<file path="config.mk">
export PLATFORM = sky130hd
export DESIGN_NAME = ctrl_aut
export DESIGN_NICKNAME = d
export VERILOG_FILES = /design/src/rtl/ctrl_pkg.sv /design/src/rtl/ctrl_decoder.sv /design/src/rtl/ctrl_aut.sv
export SDC_FILE = /design/constraint.sdc
export NUM_CORES = 1
export LEC_CHECK = 0
export CAP_MARGIN = 30
export CELL_PAD_IN_SITES_DETAIL_PLACEMENT = 0
export CELL_PAD_IN_SITES_GLOBAL_PLACEMENT = 1
export CORE_UTILIZATION = 36
export DETAILED_ROUTE_END_ITERATION = 10
export PLACE_DENSITY_LB_ADDON = 0.25
export SKIP_CTS_REPAIR_TIMING = 1
export SLEW_MARGIN = 20
export SYNTH_ARGS = -nofsm -noshare
export SYNTH_HDL_FRONTEND = slang
export SYNTH_SLANG_ARGS = --single-unit
export TNS_END_PERCENT = 20
</file>
<file path="constraint.sdc">
create_clock -name clock -period 1.8 [get_ports clock]
set_clock_uncertainty 0.15 [all_clocks]
set_input_delay 0.27 -clock clock [delete_from_list [all_inputs] [get_ports clock]]
set_output_delay 0.27 -clock clock [all_outputs]
set_load 0.01 [all_outputs]
</file>
<file path="src/rtl/ctrl_pkg.sv">
// Shared encodings for the multi-cycle control automaton: opcodes, ALU
// functs, FSM states and the decoded control word.
package ctrl_pkg;

    localparam logic [5:0] OP_RTYPE = 6'h00;
    localparam logic [5:0] OP_ADDI  = 6'h08;
    localparam logic [5:0] OP_BEQ   = 6'h04;
    localparam logic [5:0] OP_BNE   = 6'h05;
    localparam logic [5:0] OP_J     = 6'h02;

    localparam logic [5:0] F_ADD = 6'h20;
    localparam logic [5:0] F_SUB = 6'h22;
    localparam logic [5:0] F_AND = 6'h24;
    localparam logic [5:0] F_OR  = 6'h25;
    localparam logic [5:0] F_SLT = 6'h2A;

    typedef enum logic [2:0] {
        S_IDLE,
        S_FETCH,
        S_EXEC,
        S_COMMIT,
        S_WAIT,
        S_HALT
    } state_t;

    typedef struct packed {
        logic [5:0] alu_funct;
        logic       rd_mux_s;
        logic       op2_mux_s;
        logic       write;
        logic       beq;
        logic       bne;
        logic       jump;
    } ctrl_word_t;

endpackage

</file>
<file path="src/rtl/ctrl_decoder.sv">
// Combinational instruction decoder: opcode/funct -> control word plus a
// legal flag.
module ctrl_decoder
    import ctrl_pkg::*;
(
    input  logic [5:0] opcode_i,
    input  logic [5:0] funct_i,
    output ctrl_word_t cw_o,
    output logic       legal_o
);

    always_comb begin
        cw_o    = '0;
        legal_o = 1'b0;
        case (opcode_i)
            OP_RTYPE: begin
                case (funct_i)
                    F_ADD, F_SUB, F_AND, F_OR, F_SLT: begin
                        legal_o        = 1'b1;
                        cw_o.alu_funct = funct_i;
                        cw_o.rd_mux_s  = 1'b1;
                        cw_o.write     = 1'b1;
                    end
                    default: legal_o = 1'b0;
                endcase
            end
            OP_ADDI: begin
                legal_o        = 1'b1;
                cw_o.alu_funct = F_ADD;
                cw_o.op2_mux_s = 1'b1;
                cw_o.write     = 1'b1;
            end
            OP_BEQ, OP_BNE: begin
                legal_o        = 1'b1;
                cw_o.alu_funct = F_SUB;
                cw_o.beq       = (opcode_i == OP_BEQ);
                cw_o.bne       = (opcode_i == OP_BNE);
            end
            OP_J: begin
                legal_o        = 1'b1;
                cw_o.alu_funct = F_ADD;
                cw_o.jump      = 1'b1;
            end
            default: legal_o = 1'b0;
        endcase
    end

endmodule

</file>
<file path="src/rtl/ctrl_aut.sv">
// Multi-cycle control automaton: sequences FETCH/EXEC/COMMIT for the
// single-cycle datapath, with start, single-step, illegal halt and a counter.
module ctrl_aut
    import ctrl_pkg::*;
#(
    parameter int CNT_W     = 16,
    parameter int MAX_INSTR = 0
) (
    input  logic             clock,
    input  logic             reset,
    input  logic             start,
    input  logic             step_mode,
    input  logic             step,
    input  logic [5:0]       opcode,
    input  logic [5:0]       funct,
    input  logic             zero,
    output logic             pc_load,
    output logic             rd_mux_s,
    output logic             write,
    output logic             op2_mux_s,
    output logic [5:0]       alu_funct,
    output logic             branch_mux_s,
    output logic             j_mux_s,
    output logic             busy,
    output logic             halted,
    output logic             illegal,
    output logic [CNT_W-1:0] instr_count
);

    state_t           state_q, state_d;
    ctrl_word_t       cw_q, cw_d;
    logic             zero_q, zero_d;
    logic             illegal_q, illegal_d;
    logic [CNT_W-1:0] cnt_q, cnt_d;

    ctrl_word_t dec_cw;
    logic       dec_legal;

    ctrl_decoder u_dec (
        .opcode_i (opcode),
        .funct_i  (funct),
        .cw_o     (dec_cw),
        .legal_o  (dec_legal)
    );

    always_ff @(posedge clock or negedge reset) begin
        if (!reset) begin
            state_q   <= S_IDLE;
            cw_q      <= '0;
            zero_q    <= 1'b0;
            illegal_q <= 1'b0;
            cnt_q     <= '0;
        end else begin
            state_q   <= state_d;
            cw_q      <= cw_d;
            zero_q    <= zero_d;
            illegal_q <= illegal_d;
            cnt_q     <= cnt_d;
        end
    end

    // The decoded word is latched in FETCH in place of the raw opcode/funct,
    // so every output depends only on state_q and registered fields.
    always_comb begin
        state_d      = state_q;
        cw_d         = cw_q;
        zero_d       = zero_q;
        illegal_d    = illegal_q;
        cnt_d        = cnt_q;
        pc_load      = 1'b0;
        rd_mux_s     = 1'b0;
        write        = 1'b0;
        op2_mux_s    = 1'b0;
        alu_funct    = '0;
        branch_mux_s = 1'b0;
        j_mux_s      = 1'b0;

        unique case (state_q)
            S_IDLE: begin
                if (start) state_d = S_FETCH;
            end
            S_FETCH: begin
                cw_d = dec_cw;
                if (dec_legal) begin
                    state_d = S_EXEC;
                end else begin
                    state_d   = S_HALT;
                    illegal_d = 1'b1;
                end
            end
            S_EXEC: begin
                rd_mux_s  = cw_q.rd_mux_s;
                op2_mux_s = cw_q.op2_mux_s;
                alu_funct = cw_q.alu_funct;
                zero_d    = zero;
                state_d   = S_COMMIT;
            end
            S_COMMIT: begin
                rd_mux_s     = cw_q.rd_mux_s;
                op2_mux_s    = cw_q.op2_mux_s;
                alu_funct    = cw_q.alu_funct;
                pc_load      = 1'b1;
                write        = cw_q.write;
                branch_mux_s = (cw_q.beq & zero_q) | (cw_q.bne & ~zero_q);
                j_mux_s      = cw_q.jump;
                cnt_d        = cnt_q + CNT_W'(1);
                if ((MAX_INSTR != 0) && (cnt_d == CNT_W'(MAX_INSTR))) begin
                    state_d = S_HALT;
                end else if (step_mode) begin
                    state_d = S_WAIT;
                end else begin
                    state_d = S_FETCH;
                end
            end
            S_WAIT: begin
                if (step || !step_mode) state_d = S_FETCH;
            end
            S_HALT: begin
                state_d = S_HALT;
            end
            default: begin
                state_d = S_IDLE;
            end
        endcase
    end

    assign busy        = (state_q == S_FETCH) || (state_q == S_EXEC) || (state_q == S_COMMIT);
    assign halted      = (state_q == S_HALT);
    assign illegal     = illegal_q;
    assign instr_count = cnt_q;

endmodule

</file>
==> impl_metrics.env <==
export IMPL_intPower_w=0.00133
export IMPL_drt_iter0_drc=60
export IMPL_swShare_pct=21.3
export IMPL_drive_gt1_share_pct=22.0
export IMPL_insertion_delay_ps=280
export IMPL_placed_cells=258
export IMPL_place_gp_congestion=0.792
export IMPL_grt_use_total_pct=16.1
export IMPL_rows=24
export IMPL_cts_sinks=33
export IMPL_grt_antenna_before_repair=0
export IMPL_slew_viol_final=0
export IMPL_syn_avg_cell_area_um2=11.2
export IMPL_r2r_start="state_q[2]$_DFFE_PN0P_"
export IMPL_hold_path_depth=3
export IMPL_crit_fanout=5
export IMPL_top_layer="met4"
export IMPL_routed_wl_um=3740
export IMPL_setup_viol=1
export IMPL_clkPwrFrac_pct=42.6
export IMPL_hold_ws_ps=219
export IMPL_ys_seq_area_share_pct=50.8
export IMPL_drcViolationCount=0
export IMPL_yosysWarnings=0
export IMPL_first_global_vias=1355
export IMPL_synthToLayoutAreaGrowth_pct=48.7
export IMPL_synth_cell_type_count=46
export IMPL_via_per_inst=4.95
export IMPL_dr_wl_met2_um=1800
export IMPL_synth_area_mm2=0.00163
export IMPL_mostFrequentLayoutCell="clkdlybuf4s50_1"
export IMPL_htree_levels=2
export IMPL_ys_flop_type="dfrtp_1"
export IMPL_critPathArrivalTime_ps=1810
export IMPL_crit_path_max_incr_delay_ps=550
export IMPL_min_path_type="primary input to flip-flop"
export IMPL_cts_root_buffer="clkbuf_8"
export IMPL_fin_crit_sh_pct=100
export IMPL_power_switching_w=0.000359
export IMPL_wire_per_inst_um=14.1
export IMPL_crit_type="primary input to flip-flop"
export IMPL_dp_slack_ps=-318
export IMPL_r2r_end="instr_count[7]$_DFFE_PN0P_"
export IMPL_synth_edff_count=0
export IMPL_fin_area_mm2=0.00242
export IMPL_cts_buffers=5
export IMPL_grt_pass1_wl_um=6160
export IMPL_tritoncts="yes"
export IMPL_synth_seq_cells=33
export IMPL_insertedDiodeCount=0
export IMPL_holdPathEnd="cw_q[3]$_DFFE_PN0N_"
export IMPL_syn_inst=145
export IMPL_clockBufferDepth=2
export IMPL_ir_drop_mv=0.337
export IMPL_drt_met1_wl_um=1690
export IMPL_tightest_slew_ps=439
export IMPL_grt_max_degree=34
export IMPL_power_frac_comb_pct=9.7
export IMPL_clkTransAtPathRegs_ps=70
export IMPL_p_seq_share_pct=47.6
export IMPL_rrSetupSlack_ps=90
export IMPL_die_area_mm2=0.00479
export IMPL_fin_crit_ps=1800
export IMPL_final_hold_violation_count=0
export IMPL_core_mm2=0.00435
export IMPL_fin_cells=266
export IMPL_synthArstFlopShare_pct=100
export IMPL_violations="setup timing"
export IMPL_cap_violations=0
export IMPL_overflow=0
export IMPL_setup_slack_ps=-0.516
export IMPL_status="finished, violations left"
export IMPL_ios=49
export IMPL_cp_cell_sequence="clkdlybuf4s50_1 > or4b_4 > a2bb2oi_2 > o21a_4 > a31o_1"
export IMPL_hold_start="opcode[3]"
export IMPL_critPathRequiredTime_ps=1810
export IMPL_syn_nets=164
export IMPL_hpwl_um=2760
export IMPL_ff2ff_path_depth=5
export IMPL_fin_nets=232
export IMPL_rsz0062_at_grt="yes"
export IMPL_p_per_area_mw_per_mm2=696
export IMPL_cp_slowest_cell="or4b_4"
export IMPL_dpl_cell_area_mm2=0.00229
export IMPL_vias=1317
export IMPL_leakage_nw=1.24
export IMPL_slew_headroom_pct=70.7
export IMPL_layout_common_cells="33 x clkdlybuf4s50_1, 32 x dfrtp_1, 20 x buf_4, 11 x and2_1, 11 x xnor2_1"
export IMPL_total_power_w=0.00168
export IMPL_crit_path_start_kind="primary input"
export IMPL_route_met3_wl_um=168
export IMPL_port_buffers=48
export IMPL_endpoint_kind="flip-flop"
export IMPL_fp_dieW_um=69.2
export IMPL_fmax_ghz=0.555
export IMPL_drtAntennaViolNets=0
export IMPL_fp_dieH_um=69.2
export IMPL_drt_pass1_iterations=6
export IMPL_initial_core_util_pct=37.4
-- power groups by stage --
stage	clock [W]	sequential (W)	combinational [W]
floorplan	0	0.000816	0.0000471
global placement	0	0.000814	0.000159
detailed placement	0	0.000816	0.000165
CTS	0.000738	0.000802	0.000166
global route	0.000761	0.000806	0.000178
finish	0.000718	0.000803	0.000164
-- flip-flops by register name, indices dropped and copies added (netlist names) --
signal       count
illegal          1
state_q          3
cw_q            12
instr_count     16
zero_q           1
-- per-layer routing --
| layer | track usage [%] | up-vias |
|---|---|---|
| li1 | - | 645 |
| met1 | 20.1 | 620 |
| met2 | 26.1 | 43 |
| met3 | 3.20 | 9 |
| met4 | 9.07 | 0 |
| met5 | 0 | - |
-- cells in the mapped netlist, types with 3 or more instances --
| cell type | instances | share of area (%) |
|---|---|---|
| a22o_1 | 5 | 2.7 |
| and2_1 | 11 | 4.2 |
| and3_1 | 4 | 1.5 |
| buf_2 | 5 | 1.5 |
| dfrtp_1 | 33 | 51 |
| nand2_1 | 8 | 1.8 |
| nand2b_1 | 3 | 1.2 |
| nand3_1 | 6 | 1.8 |
| nand4_1 | 3 | 1.2 |
| nor2_1 | 8 | 1.8 |
| nor2b_1 | 3 | 1.2 |
| xnor2_1 | 11 | 5.9 |
| xor2_1 | 5 | 2.7 |
-- worst max-delay path by stage --
stage	from	to	slack, ps	depth (start not counted)
CTS	state_q[1]$_DFFE_PN0P_	pc_load	-390	3
floorplan	state_q[2]$_DFFE_PN0P_	cw_q[2]$_DFFE_PN0N_	140	5
finish	opcode[5]	state_q[2]$_DFFE_PN0P_	-0.5	5
global placement	opcode[3]	state_q[2]$_DFFE_PN0P_	-250	5
global route	state_q[2]$_DFFE_PN0P_	branch_mux_s	-20	3
detailed placement	opcode[3]	state_q[2]$_DFFE_PN0P_	-320	5
-- cell type report --
| type | instances | area (um2) |
|---|---|---|
| Fill cell | 363 | 1940 |
| Clock buffer | 7 | 86.3 |
| Tap cell | 52 | 65.1 |
| Multi-Input combinational cell | 102 | 768 |
| Inverter | 3 | 11.3 |
| Clock inverter | 1 | 30.0 |
| Timing Repair Buffer | 68 | 631 |
| Sequential cell | 33 | 827 |
-- stage by stage --
| stage | utilization, % | setup TNS [ps] |
|---|---|---|
| 6_report | 55.5 | -0.516 |
| 5_1_grt | 55.5 | -46.1 |
| 4_1_cts | 55.2 | -4530 |
| 3_5_place_dp | 52.5 | -3220 |
| 3_3_place_gp | 52.5 | -2770 |
| 2_1_floorplan | - | 0 |
-- worst max-delay path: cells and delay by family --
family	cells	cell delay (ps)
AO/OA/AOI/OAI	3	530
buffers and inverters	1	460
AND/OR/NAND/NOR	1	550
-- cells by family after synthesis --
| group | after synthesis | share of synthesized area, % |
|---|---|---|
| flip-flops | 33 | 50.8 |
| buffers and inverters | 10 | 2.92 |
| adder cells (fa/ha/maj) | 1 | 0.769 |
| multiplexers | 4 | 2.62 |
| AO/OA/AOI/OAI | 20 | 10.4 |
| XOR/XNOR | 16 | 8.62 |
| AND/OR/NAND/NOR | 61 | 23.9 |
No activity file was read; power rests on OpenSTA's default activity.
